File: config.mk
export PLATFORM = sky130hd
export DESIGN_NAME = id_field_stage
export DESIGN_NICKNAME = d
export VERILOG_FILES = /design/src/rtl/id_field_stage.sv
export SDC_FILE = /design/constraint.sdc
export NUM_CORES = 1
export LEC_CHECK = 0
export BUFFER_PORTS_ARGS = -buffer_cell sky130_fd_sc_hd__buf_2
export CORE_MARGIN = 2
export CORE_UTILIZATION = 51
export CTS_CLUSTER_DIAMETER = 150
export DETAILED_ROUTE_END_ITERATION = 12
export GPL_TIMING_DRIVEN = 0
export PLACE_DENSITY = 0.84
export SLEW_MARGIN = 10
export SYNTH_ARGS = -nofsm -noshare
export SYNTH_HDL_FRONTEND = slang
export SYNTH_SLANG_ARGS = --single-unit
File: constraint.sdc
create_clock -name clk -period 1.73 [get_ports clk]
set_clock_uncertainty 0.1 [all_clocks]
set_input_delay 0.0865 -clock clk [delete_from_list [all_inputs] [get_ports clk]]
set_output_delay 0.0865 -clock clk [all_outputs]
set_load 0.01 [all_outputs]
File: src/rtl/id_field_stage.sv
// -----------------------------------------------------------------------------
// id_field_stage
//
// Decode-side pipeline stage sitting directly upstream of the immediate
// extender. Each accepted instruction is registered together with its PC and
// the 2-bit extend-control code decoded from the opcode. The registered word is
// then split into its MIPS fields by plain wiring.
//
// The stage holds at most two entries: the presented (output) entry and one
// skid entry. It uses valid/ready handshakes on both sides and keeps strict
// FIFO order. A synchronous flush drops every held entry for a branch/jump
// redirect.
//
// Optional feature macro: DECODE_ILLEGAL_EN
//   When it is defined, out_illegal flags any opcode outside the decoded set.
//   The flag is registered with its entry.
//   When it is undefined, out_illegal is tied to 0.
//
// Ports
//   clk          rising-edge clock
//   rst_n        synchronous reset, active-low
//   flush        discard all held entries at this edge (wins over accepts)
//   in_valid     upstream instruction valid
//   in_ready     stage can accept (skid entry empty)
//   in_instr     instruction word
//   in_pc        PC of in_instr
//   out_valid    presented entry valid
//   out_ready    downstream accepts the presented entry
//   out_pc       PC of the presented entry
//   out_op       instr[31:26]
//   out_rs       instr[25:21]
//   out_rt       instr[20:16]
//   out_rd       instr[15:11]
//   out_shamt    instr[10:6]
//   out_funct    instr[5:0]
//   out_im       instr[15:0], extender immediate input
//   out_ext      extend code: 01 sign, 00 zero, 10 upper, 11 zero word
//   out_jaddr    instr[25:0]
//   out_illegal  unknown opcode (DECODE_ILLEGAL_EN only)
// -----------------------------------------------------------------------------
module id_field_stage #(
  parameter int INSTR_W = 32,
  parameter int PC_W    = 32
) (
  input  logic               clk,
  input  logic               rst_n,
  input  logic               flush,
  input  logic               in_valid,
  output logic               in_ready,
  input  logic [INSTR_W-1:0] in_instr,
  input  logic [PC_W-1:0]    in_pc,
  output logic               out_valid,
  input  logic               out_ready,
  output logic [PC_W-1:0]    out_pc,
  output logic [5:0]         out_op,
  output logic [4:0]         out_rs,
  output logic [4:0]         out_rt,
  output logic [4:0]         out_rd,
  output logic [4:0]         out_shamt,
  output logic [5:0]         out_funct,
  output logic [15:0]        out_im,
  output logic [1:0]         out_ext,
  output logic [25:0]        out_jaddr,
  output logic               out_illegal
);

  function automatic logic [1:0] ext_code(input logic [5:0] op);
    logic [1:0] code;
    case (op)
      6'h08, 6'h09, 6'h0A, 6'h0B,
      6'h04, 6'h05, 6'h23, 6'h2B: code = 2'b01;
      6'h0C, 6'h0D, 6'h0E:        code = 2'b00;
      6'h0F:                      code = 2'b10;
      default:                    code = 2'b11;
    endcase
    return code;
  endfunction

  logic               out_valid_q, out_valid_d;
  logic [INSTR_W-1:0] out_instr_q, out_instr_d;
  logic [PC_W-1:0]    out_pc_q,    out_pc_d;
  logic [1:0]         out_ext_q,   out_ext_d;

  logic               skid_valid_q, skid_valid_d;
  logic [INSTR_W-1:0] skid_instr_q, skid_instr_d;
  logic [PC_W-1:0]    skid_pc_q,    skid_pc_d;
  logic [1:0]         skid_ext_q,   skid_ext_d;

  logic       out_take;
  logic       ld_out_skid;
  logic       ld_out_in;
  logic       ld_skid;
  logic [1:0] in_ext;

  assign in_ready = ~skid_valid_q;
  assign in_ext   = ext_code(in_instr[31:26]);

  // The output register frees up when it is empty or being consumed. A full
  // skid always drains first; in_ready is low then, so no input can compete.
  assign out_take    = ~out_valid_q | out_ready;
  assign ld_out_skid = ~flush & out_take & skid_valid_q;
  assign ld_out_in   = ~flush & out_take & ~skid_valid_q & in_valid;
  assign ld_skid     = ~flush & ~out_take & ~skid_valid_q & in_valid;

  always_comb begin
    out_valid_d  = out_valid_q;
    skid_valid_d = skid_valid_q;
    if (flush) begin
      out_valid_d  = 1'b0;
      skid_valid_d = 1'b0;
    end else if (out_take) begin
      out_valid_d  = skid_valid_q | in_valid;
      skid_valid_d = 1'b0;
    end else if (ld_skid) begin
      skid_valid_d = 1'b1;
    end
  end

  always_comb begin
    out_instr_d  = out_instr_q;
    out_pc_d     = out_pc_q;
    out_ext_d    = out_ext_q;
    skid_instr_d = skid_instr_q;
    skid_pc_d    = skid_pc_q;
    skid_ext_d   = skid_ext_q;
    if (ld_out_skid) begin
      out_instr_d = skid_instr_q;
      out_pc_d    = skid_pc_q;
      out_ext_d   = skid_ext_q;
    end else if (ld_out_in) begin
      out_instr_d = in_instr;
      out_pc_d    = in_pc;
      out_ext_d   = in_ext;
    end
    if (ld_skid) begin
      skid_instr_d = in_instr;
      skid_pc_d    = in_pc;
      skid_ext_d   = in_ext;
    end
  end

  always_ff @(posedge clk) begin
    if (!rst_n) begin
      out_valid_q  <= 1'b0;
      out_instr_q  <= '0;
      out_pc_q     <= '0;
      out_ext_q    <= 2'b00;
      skid_valid_q <= 1'b0;
      skid_instr_q <= '0;
      skid_pc_q    <= '0;
      skid_ext_q   <= 2'b00;
    end else begin
      out_valid_q  <= out_valid_d;
      out_instr_q  <= out_instr_d;
      out_pc_q     <= out_pc_d;
      out_ext_q    <= out_ext_d;
      skid_valid_q <= skid_valid_d;
      skid_instr_q <= skid_instr_d;
      skid_pc_q    <= skid_pc_d;
      skid_ext_q   <= skid_ext_d;
    end
  end

`ifdef DECODE_ILLEGAL_EN
  function automatic logic is_illegal(input logic [5:0] op);
    logic ill;
    case (op)
      6'h00, 6'h02, 6'h03, 6'h04, 6'h05,
      6'h08, 6'h09, 6'h0A, 6'h0B, 6'h0C, 6'h0D, 6'h0E, 6'h0F,
      6'h23, 6'h2B: ill = 1'b0;
      default:      ill = 1'b1;
    endcase
    return ill;
  endfunction

  logic out_ill_q, out_ill_d;
  logic skid_ill_q, skid_ill_d;

  always_comb begin
    out_ill_d  = out_ill_q;
    skid_ill_d = skid_ill_q;
    if (ld_out_skid) begin
      out_ill_d = skid_ill_q;
    end else if (ld_out_in) begin
      out_ill_d = is_illegal(in_instr[31:26]);
    end
    if (ld_skid) begin
      skid_ill_d = is_illegal(in_instr[31:26]);
    end
  end

  always_ff @(posedge clk) begin
    if (!rst_n) begin
      out_ill_q  <= 1'b0;
      skid_ill_q <= 1'b0;
    end else begin
      out_ill_q  <= out_ill_d;
      skid_ill_q <= skid_ill_d;
    end
  end

  assign out_illegal = out_ill_q;
`else
  assign out_illegal = 1'b0;
`endif

  assign out_valid = out_valid_q;
  assign out_pc    = out_pc_q;
  assign out_ext   = out_ext_q;
  assign out_op    = out_instr_q[31:26];
  assign out_rs    = out_instr_q[25:21];
  assign out_rt    = out_instr_q[20:16];
  assign out_rd    = out_instr_q[15:11];
  assign out_shamt = out_instr_q[10:6];
  assign out_funct = out_instr_q[5:0];
  assign out_im    = out_instr_q[15:0];
  assign out_jaddr = out_instr_q[25:0];

endmodule

==> results of run 1 <==
final cells by class:
type,instances,area share (%)
plain buffers,99,8.12
repair buffers,246,19.6
inverters,3,0.140
clock buffers,20,5.55
well taps,140,2.18
multi-input cells,416,28.8
flip-flops and latches,134,33.4
clock inverters,12,2.20
synthesized netlist by cell type, types with 2 or more instances:
cell type  count
nand2_1      193
dfxtp_1      134
a21oi_1      132
buf_4         53
o221ai_1      35
o221ai_2      30
clkbuf_1      20
buf_2         19
buf_6          7
nor2_1         4
nor3_1         3
nand2b_1       2
nor2b_1        2
stage by stage:
| stage | area, sq um | hold slack (ps) | setup slack, ps | instances | utilization, % |
|---|---|---|---|---|---|
| floorplan | 5660 | 122 | 235 | 652 | - |
| global placement | 6720 | 241 | 154 | 970 | 62.0 |
| detailed placement | 6720 | 245 | 138 | 970 | 62.0 |
| CTS | 8040 | 79.0 | 46.9 | 1071 | 74.1 |
| global route | 8030 | 121 | 0.319 | 1070 | 74.1 |
| finish | 8030 | 100 | 90.2 | 1070 | 74.1 |
kinds of logic after synthesis:
kind of cell | Yosys count | synth area share, %
simple gates | 213 | 15.2
compound gates | 202 | 25.6
buf+inv | 102 | 11.6
flops | 134 | 47.4
other cells | 1 | 0.0663
final timing paths:
check        startpoint         endpoint  slack, ps
min               flush  out_instr_q[18]        100
max           out_valid       out_pc[13]         90
max reg2reg   out_valid       out_pc[13]         90
min reg2reg   out_pc[4]        out_pc[4]        350
layer usage:
metal | global-route usage [%] | vias to the layer above
met1 | 33.8 | 2643
li1 | - | 2774
met4 | 9.49 | 0
met3 | 5.45 | 29
met5 | 0 | -
met2 | 48.2 | 250
registers in the layout, summed over array words and instances (netlist names):
name	flops
out_valid	1
skid_valid_q	1
skid_pc_q	32
out_pc	32
out_ext	2
out_instr_q	32
skid_instr_q	32
skid_ext_q	2
report_power, final:
group          total (uW)  internal, uW  switching, uW
registers            3240          3180           60.2
logic                 825           412            414
clock network        3770          2420           1350
worst max-delay path: stages (launching register included):
cell	delay (ps)
dfxtp_1	320
and2b_4	190
or3_4	360
buf_6	160
buf_2	190
nand2_1	120
a21oi_1	80
repair_timing:
| item | in CTS | in global routing |
|---|---|---|
| gates resized for setup | 0 | 5 |
| endpoints found under the setup margin | 0 | 4 |
| hold endpoints to repair | 133 | 0 |
| hold buffers | 69 | 0 |
==> flow_summary.ini, run 1 <==
[final_layout]
multi_input_area_sq_mm = 0.00232
antennaDiodeCount = 0
seqCellArea_sq_mm = 0.00268
drive_gt1_share_pct = 35.1
final_nets = 986
syn2layout_area_growth_pct = 42.0
final_common_cell = buf_2
final_cell_mix = buf_2 (196), nand2_1 (193), dfxtp_1 (134), a21oi_1 (132), dlygate4sd3_1 (68)
fill_cells = 809

[logic_synthesis]
synth_area_leaders = dfxtp_1 (47%), nand2_1 (13%), a21oi_1 (12%)
yosysSeqAreaShare_pct = 47.4
syn_area_sq_mm = 0.00566
ys_ff_latch = 134
avgSynthCellArea_sq_um = 8.68
yosys.area.top_type = dfxtp_1
synth_edf_count = 0
synth_nets = 721
ys_warn_count = 0
ys_types = 31
netlist.area_leader.share_pct = 47.4
async_flop_share_pct = 0
netlist_instances = 652
synth_ff_type = dfxtp_1

[route]
drtIter0Drc = 277
drc = 0
wl_met3_microns = 1010
drtAntennaViolNets = 0
wirelength_met1_microns = 6920
wirelength_microns = 16400
wl_per_cell_microns = 15.3
drt_first_pass_iters = 5
top_layer = met4
vias = 5696
met2_length_microns = 8190
viasPerCell = 5.32

[sta]
period_needed_ps = 1640
rsz0062_at_grt = false
setup_viol_count_final = 0
hold_violations = 0
worst_pin_slew_ps = 602
drv_slew = 0
tns_ps = 0
maxSlewHeadroom_pct = 59.9
period_share_pct = 94.8
max_freq_ghz = 0.610

[run]
cap_violations = 0

[place]
hpwl_microns = 10600
finalWeightedCongestion = 0.803
port_buffers = 178

[setup_path]
cp_max_fo = 10
crit_type = register to register
rr_worst_depth = 6
critPathLaunchType = register
worstPathArrival_ps = 1920
critical_path.endpoint_type = register
required_ps = 2010

[pwr]
vdd_drop_max_mv = 0.734
total_power_uw = 7830
power_density_mw_per_mm2 = 975
p_leak_uw = 0.00333

[worst_hold_path]
hold_depth = 5
hp-class = primary input to register

[floorplan]
core_area_sq_mm = 0.0108
die_height_microns = 109
start_util_pct = 52.2
boundaryPins = 180
rows = 38
die_width_microns = 109
die-area_sq_mm = 0.0119

[global_routing]
grt.total_usage_pct = 27.5
grt_pass1_wl_microns = 25900
grt-ovfl-total = 0
antenna_found_initial = 0
grt_pass1_vias = 5397
grt_max_degree = 17

[cts]
clock_latency_ps = 500
clk_path_buf_depth = 2
htreeDepth = 4
cts_sinks = 134
postCtsSetupBuffers = 0
cts_tree = yes
root_buffer = clkbuf_8
cts_buffers = 17
clk_pin_slew_ps = 60

[outcome]
status = finished clean
No activity file was read; power rests on OpenSTA's default activity.
==> inputs of run 2 (changes only) <==
--- a/config.mk
+++ b/config.mk
@@ -7,11 +7,11 @@
 export LEC_CHECK = 0
 export BUFFER_PORTS_ARGS = -buffer_cell sky130_fd_sc_hd__buf_2
 export CORE_MARGIN = 2
-export CORE_UTILIZATION = 51
+export CORE_UTILIZATION = 46
 export CTS_CLUSTER_DIAMETER = 150
 export DETAILED_ROUTE_END_ITERATION = 12
 export GPL_TIMING_DRIVEN = 0
-export PLACE_DENSITY = 0.84
+export PLACE_DENSITY = 0.8
 export SLEW_MARGIN = 10
 export SYNTH_ARGS = -nofsm -noshare
 export SYNTH_HDL_FRONTEND = slang
==> constraint.sdc (replaced) <==
create_clock -name clk -period 1.3 [get_ports clk]
set_clock_uncertainty 0.1 [all_clocks]
set_input_delay 0.065 -clock clk [delete_from_list [all_inputs] [get_ports clk]]
set_output_delay 0.065 -clock clk [all_outputs]
set_load 0.02 [all_outputs]
==> flow_summary.ini, run 2 (synthesis gave the netlist of run 1 again) <==
[worst_hold_path]
min_to = out_valid
hold_depth = 3
hp-class = primary input to register
min_from = in_valid

[place]
hpwl_microns = 10700
finalWeightedCongestion = 0.799
port_buffers = 178
dpl_cell_area_sq_mm = 0.00679

[setup_path]
cp_max_fo = 6
path_buf_inv = 3
required_ps = 1540
worstPathArrival_ps = 1850
r2r_start = out_valid
critical_path.endpoint_type = register
r2r_end = out_instr_q[31]
critPathMaxStageDelay_ps = 340
crit_slowest_cell = dfxtp_4
startpoint = out_valid
critPathLaunchType = register
worstPathCellList = and2b_4, nor3_4, buf_6, clkbuf_16, buf_4, o221ai_1, a21oi_1
crit_type = register to register
crit_family = buffers and inverters
rr_worst_depth = 7
reg2reg_slack_ps = -310

[route]
wirelength_microns = 17500
drc = 0
viasPerCell = 5.28
vias = 5773
drtAntennaViolNets = 0
wl_per_cell_microns = 16.0
drtIter0Drc = 309
drt_first_pass_iters = 5

[cts]
clk_path_buf_depth = 2
root_buffer = clkbuf_16
cts_tree = yes
cts_buffers = 17
htreeDepth = 4
cts_sinks = 134
clk_pin_slew_ps = 60
hold_buffers = 67
clock_latency_ps = 420

[global_routing]
grt_pass1_wl_microns = 26800
grt.total_usage_pct = 25.8
grt-ovfl-total = 0
antenna_found_initial = 0
grt_pass1_vias = 5440
grt_max_degree = 17

[final_layout]
drive_gt1_share_pct = 40.8
antennaDiodeCount = 0
final_common_cell = buf_2
multi_input_area_sq_mm = 0.00251
final_cell_mix = buf_2 (179), nand2_1 (178), dfxtp_1 (132), a21oi_1 (121), dlygate4sd3_1 (67)
syn2layout_area_growth_pct = 53.5
fill_cells = 894
final_nets = 1002
seqCellArea_sq_mm = 0.00269
final_area_sq_mm = 0.00868
final_util_pct = 72.3

[pwr]
swShare_pct = 23.7
p_leak_uw = 0.00361
p_comb_share_pct = 11.9
power_density_mw_per_mm2 = 1260
power_frac_seq_pct = 39.2
total_power_uw = 11000
net-switching-power_uw = 2600
vdd_drop_max_mv = 0.863
p_int_uw = 8370
clkPwrFrac_pct = 48.9

[sta]
period_share_pct = 124
max_freq_ghz = 0.622
setup_viol_count_final = 132
hold_slack_ps = -132
drv_slew = 0
rsz0062_at_grt = true
hold_violations = 3
maxSlewHeadroom_pct = 57.0
worst_pin_slew_ps = 644
period_needed_ps = 1610
setup_slack_ps = -307

[floorplan]
die-area_sq_mm = 0.0132
core_area_sq_mm = 0.0120
start_util_pct = 47.1
rows = 40
boundaryPins = 180
die_width_microns = 115
die_height_microns = 115

[outcome]
status = complete, but fails checks
violations = negative hold slack, negative setup slack

[run]
cap_violations = 0
run 2: cell types whose count changed in the layout (fill, tap and decap cells not counted), moves of 5 or more:
cell	delta
a21oi_2	+11
nand2_1	-15
o221ai_2	+5
buf_4	+10
nand2_4	+8
buf_8	+7
nand2_2	+7
a21oi_1	-11
buf_12	+7
o221ai_1	-6
buf_6	+6
buf_2	-17
run 2: how the worst max path moves through the flow:
stage,endpoint,cells after the start
2_1_floorplan,out_instr_q[20],6
3_3_place_gp,out_pc[18],6
3_5_place_dp,out_pc[18],6
4_1_cts,out_instr_q[29],6
5_1_grt,out_instr_q[31],7
6_report,out_instr_q[31],7
run 2: area by class of cell:
cell class | instances | share of cell area [%]
clock buffers | 20 | 5.37
plain buffers | 99 | 9.71
well taps | 147 | 2.12
inverters | 3 | 0.187
repair buffers | 262 | 20.4
flip-flops and latches | 134 | 31.0
multi-input cells | 416 | 28.9
clock inverters | 12 | 2.28
run 2: worst reg2reg max path, cell delays in order (launching register included):
cell and delay (ps):
dfxtp_4 340, and2b_4 190, nor3_4 200, buf_6 150, clkbuf_16 150, buf_4 110, o221ai_1 120, a21oi_1 170
run 2: timing repair:
| action | 4_1_cts | 5_1_grt |
|---|---|---|
| gates resized for setup | 34 | 70 |
| endpoints found under the setup margin | 133 | 133 |
| pin swaps | 3 | 43 |
| buffers inserted | 6 | 8 |
| cloned | 1 | 3 |
| hold endpoints to repair | 132 | 3 |
run 2: power by group through the flow:
stage,clock [uW],sequential (uW),combinational [uW]
5_1_grt,5590,4310,1400
3_3_place_gp,0,4380,1050
4_1_cts,5390,4300,1250
6_report,5360,4300,1310
2_1_floorplan,0,4500,527
3_5_place_dp,0,4390,1060
run 2: through the flow:
| stage | TNS, ps | setup slack (ps) | hold slack, ps | std cells |
|---|---|---|---|---|
| finish | -26080 | -307 | -132 | 1093 |
| global route | -36150 | -368 | -116 | 1093 |
| CTS | -24110 | -268 | -143 | 1083 |
| detailed placement | -29400 | -289 | 223 | 977 |
| global placement | -29160 | -293 | 219 | 977 |
| floorplan | -11700 | -182 | 101 | 652 |
run 2: routing by layer:
| layer | GRT usage [%] | routed length (microns) | up-vias |
|---|---|---|---|
| met5 | 0 | 0 | - |
| met4 | 9.88 | 284 | 0 |
| met3 | 5.80 | 1010 | 24 |
| met2 | 44.5 | 8880 | 223 |
| met1 | 31.3 | 7300 | 2719 |
| li1 | - | - | 2807 |
==> inputs of run 3 (changes only) <==
--- a/config.mk
+++ b/config.mk
@@ -7,11 +7,11 @@
 export LEC_CHECK = 0
 export BUFFER_PORTS_ARGS = -buffer_cell sky130_fd_sc_hd__buf_2
 export CORE_MARGIN = 2
-export CORE_UTILIZATION = 46
+export CORE_UTILIZATION = 51
 export CTS_CLUSTER_DIAMETER = 150
 export DETAILED_ROUTE_END_ITERATION = 12
 export GPL_TIMING_DRIVEN = 0
-export PLACE_DENSITY = 0.8
+export PLACE_DENSITY = 0.91
 export SLEW_MARGIN = 10
 export SYNTH_ARGS = -nofsm -noshare
 export SYNTH_HDL_FRONTEND = slang
==> constraint.sdc (replaced) <==
create_clock -name clk -period 1.57 [get_ports clk]
set_clock_uncertainty 0.1 [all_clocks]
set_input_delay 0.0785 -clock clk [delete_from_list [all_inputs] [get_ports clk]]
set_output_delay 0.0785 -clock clk [all_outputs]
set_load 0.02 [all_outputs]
==> flow_summary.ini, run 3 (synthesis gave the netlist of run 1 again) <==
[floorplan]
die_height_microns = 109
start_util_pct = 52.2
die-area_sq_mm = 0.0119
die_width_microns = 109
boundaryPins = 180
core_area_sq_mm = 0.0108
rows = 38

[pwr]
power_density_mw_per_mm2 = 1060
total_power_uw = 8670
vdd_drop_max_mv = 0.658
p_leak_uw = 0.00342

[setup_path]
r2r_start = out_valid
rr_worst_depth = 6
startpoint = out_valid
path_buf_inv = 2
worstPathArrival_ps = 1890
required_ps = 1830
critPathLaunchType = register
critical_path.endpoint_type = register
reg2reg_slack_ps = -60
crit_type = register to register
cp.depth = 6
crit_slowest_cell = or3_4
crit_end = out_instr_q[26]
worstPathCellList = and2b_4, or3_4, buf_8, buf_6, nand2_2, a21oi_1
crit_family = simple AND/OR/NAND/NOR gates
r2r_end = out_instr_q[26]
critPathMaxStageDelay_ps = 430
cp_max_fo = 10

[sta]
worst_pin_slew_ps = 611
period_share_pct = 104
rsz0062_at_grt = true
setup_viol_count_final = 45
hold_slack_ps = 87.1
maxSlewHeadroom_pct = 59.3
max_freq_ghz = 0.615
hold_violations = 0
drv_slew = 0
tns_ps = -1040
setup_slack_ps = -56.6
period_needed_ps = 1630

[cts]
cts_sinks = 134
root_buffer = clkbuf_8
htreeDepth = 4
cts_tree = yes
cts_buffers = 17
clk_path_buf_depth = 2
clock_latency_ps = 500
clk_pin_slew_ps = 60

[final_layout]
drive_gt1_share_pct = 36.6
antennaDiodeCount = 0
final_cell_mix = nand2_1 (190), buf_2 (186), dfxtp_1 (132), a21oi_1 (130), dlygate4sd3_1 (69)
fill_cells = 739
syn2layout_area_growth_pct = 45.1
final_common_cell = nand2_1
final_nets = 991

[global_routing]
grtUsageMet2_pct = 50.9
antenna_found_initial = 0
grt_max_degree = 17
grt_use_met1_pct = 33.6
grt_pass1_wl_microns = 26600
grt-ovfl-total = 0
groute.layer.met3.usage_pct = 6.52
grt.total_usage_pct = 28.4
busiest_layer = met2
grt_pass1_vias = 5526

[place]
port_buffers = 178
hpwl_microns = 10700
dp_worst_setup_slack_ps = -42.0
finalWeightedCongestion = 0.815

[worst_hold_path]
hp-class = primary input to register

[outcome]
status = complete, but fails checks
violations = negative setup slack

[route]
drc = 0
vias = 5740
drt_first_pass_iters = 5
wl_per_cell_microns = 16.3
drtIter0Drc = 348
viasPerCell = 5.34
wirelength_microns = 17500
drtAntennaViolNets = 0

[run]
cap_violations = 0
run 3: cell types whose count changed in the layout (fill, tap and decap cells not counted), sizes merged:
cell and change:
bufbuf +1, dlygate4sd3 +2, inv +2, clkinv +2, clkbuf -2, buf -14, bufinv -2
run 3: power by group:
| part | internal (uW) | switching [uW] | total, uW |
|---|---|---|---|
| registers | 3500 | 65.4 | 3560 |
| logic | 481 | 579 | 1060 |
| clock network | 2480 | 1560 | 4040 |
run 3: cell type report:
| type | instances | area (sq um) | area share, % |
|---|---|---|---|
| sequential | 134 | 2690 | 32.7 |
| multi-input combinational | 416 | 2340 | 28.6 |
| timing repair buffer | 251 | 1630 | 19.9 |
| buffer | 99 | 752 | 9.16 |
| clock buffer | 18 | 428 | 5.21 |
| clock inverter | 14 | 175 | 2.13 |
| tap | 140 | 175 | 2.13 |
| inverter | 3 | 11.3 | 0.137 |
run 3: timing repair:
action,4_1_cts,5_1_grt
setup buffers,0,2
hold endpoints to repair,133,0
resized for setup,13,37
hold buffers,69,0
cloned,1,1
setup endpoints to repair,43,118
pin swaps,0,2
run 3: how the worst min path moves through the flow:
stage | from | endpoint | slack, ps | cells past startpoint
after floorplan | in_instr[0] | skid_instr_q[0] | 110 | 2
after global placement | in_instr[2] | skid_instr_q[2] | 230 | 3
after detailed placement | in_pc[29] | skid_pc_q[29] | 240 | 3
after CTS | flush | out_instr_q[19] | 80 | 5
after global routing | flush | out_pc[26] | 80 | 5
final | flush | out_pc[30] | 90 | 5
run 3: worst register-to-register path, cell delays in order, from the launching register on:
cell and delay, ps:
dfxtp_2 320, and2b_4 190, or3_4 430, buf_8 160
buf_6 140, nand2_2 80, a21oi_1 70
run 3: per-stage QoR:
stage | cell area, sq um | util (%) | instances
CTS | 8090 | 74.6 | 1072
global placement | 6720 | 62.0 | 970
finish | 8210 | 75.7 | 1075
floorplan | 5660 | - | 652
global route | 8210 | 75.7 | 1075
detailed placement | 6720 | 62.0 | 970
run 3: metal layers:
| layer | share of wire (%) | up-vias |
|---|---|---|
| met5 | 0 | - |
| met4 | 2.0 | 0 |
| met3 | 6.5 | 36 |
| met2 | 51 | 257 |
| met1 | 40 | 2676 |
| li1 | - | 2771 |
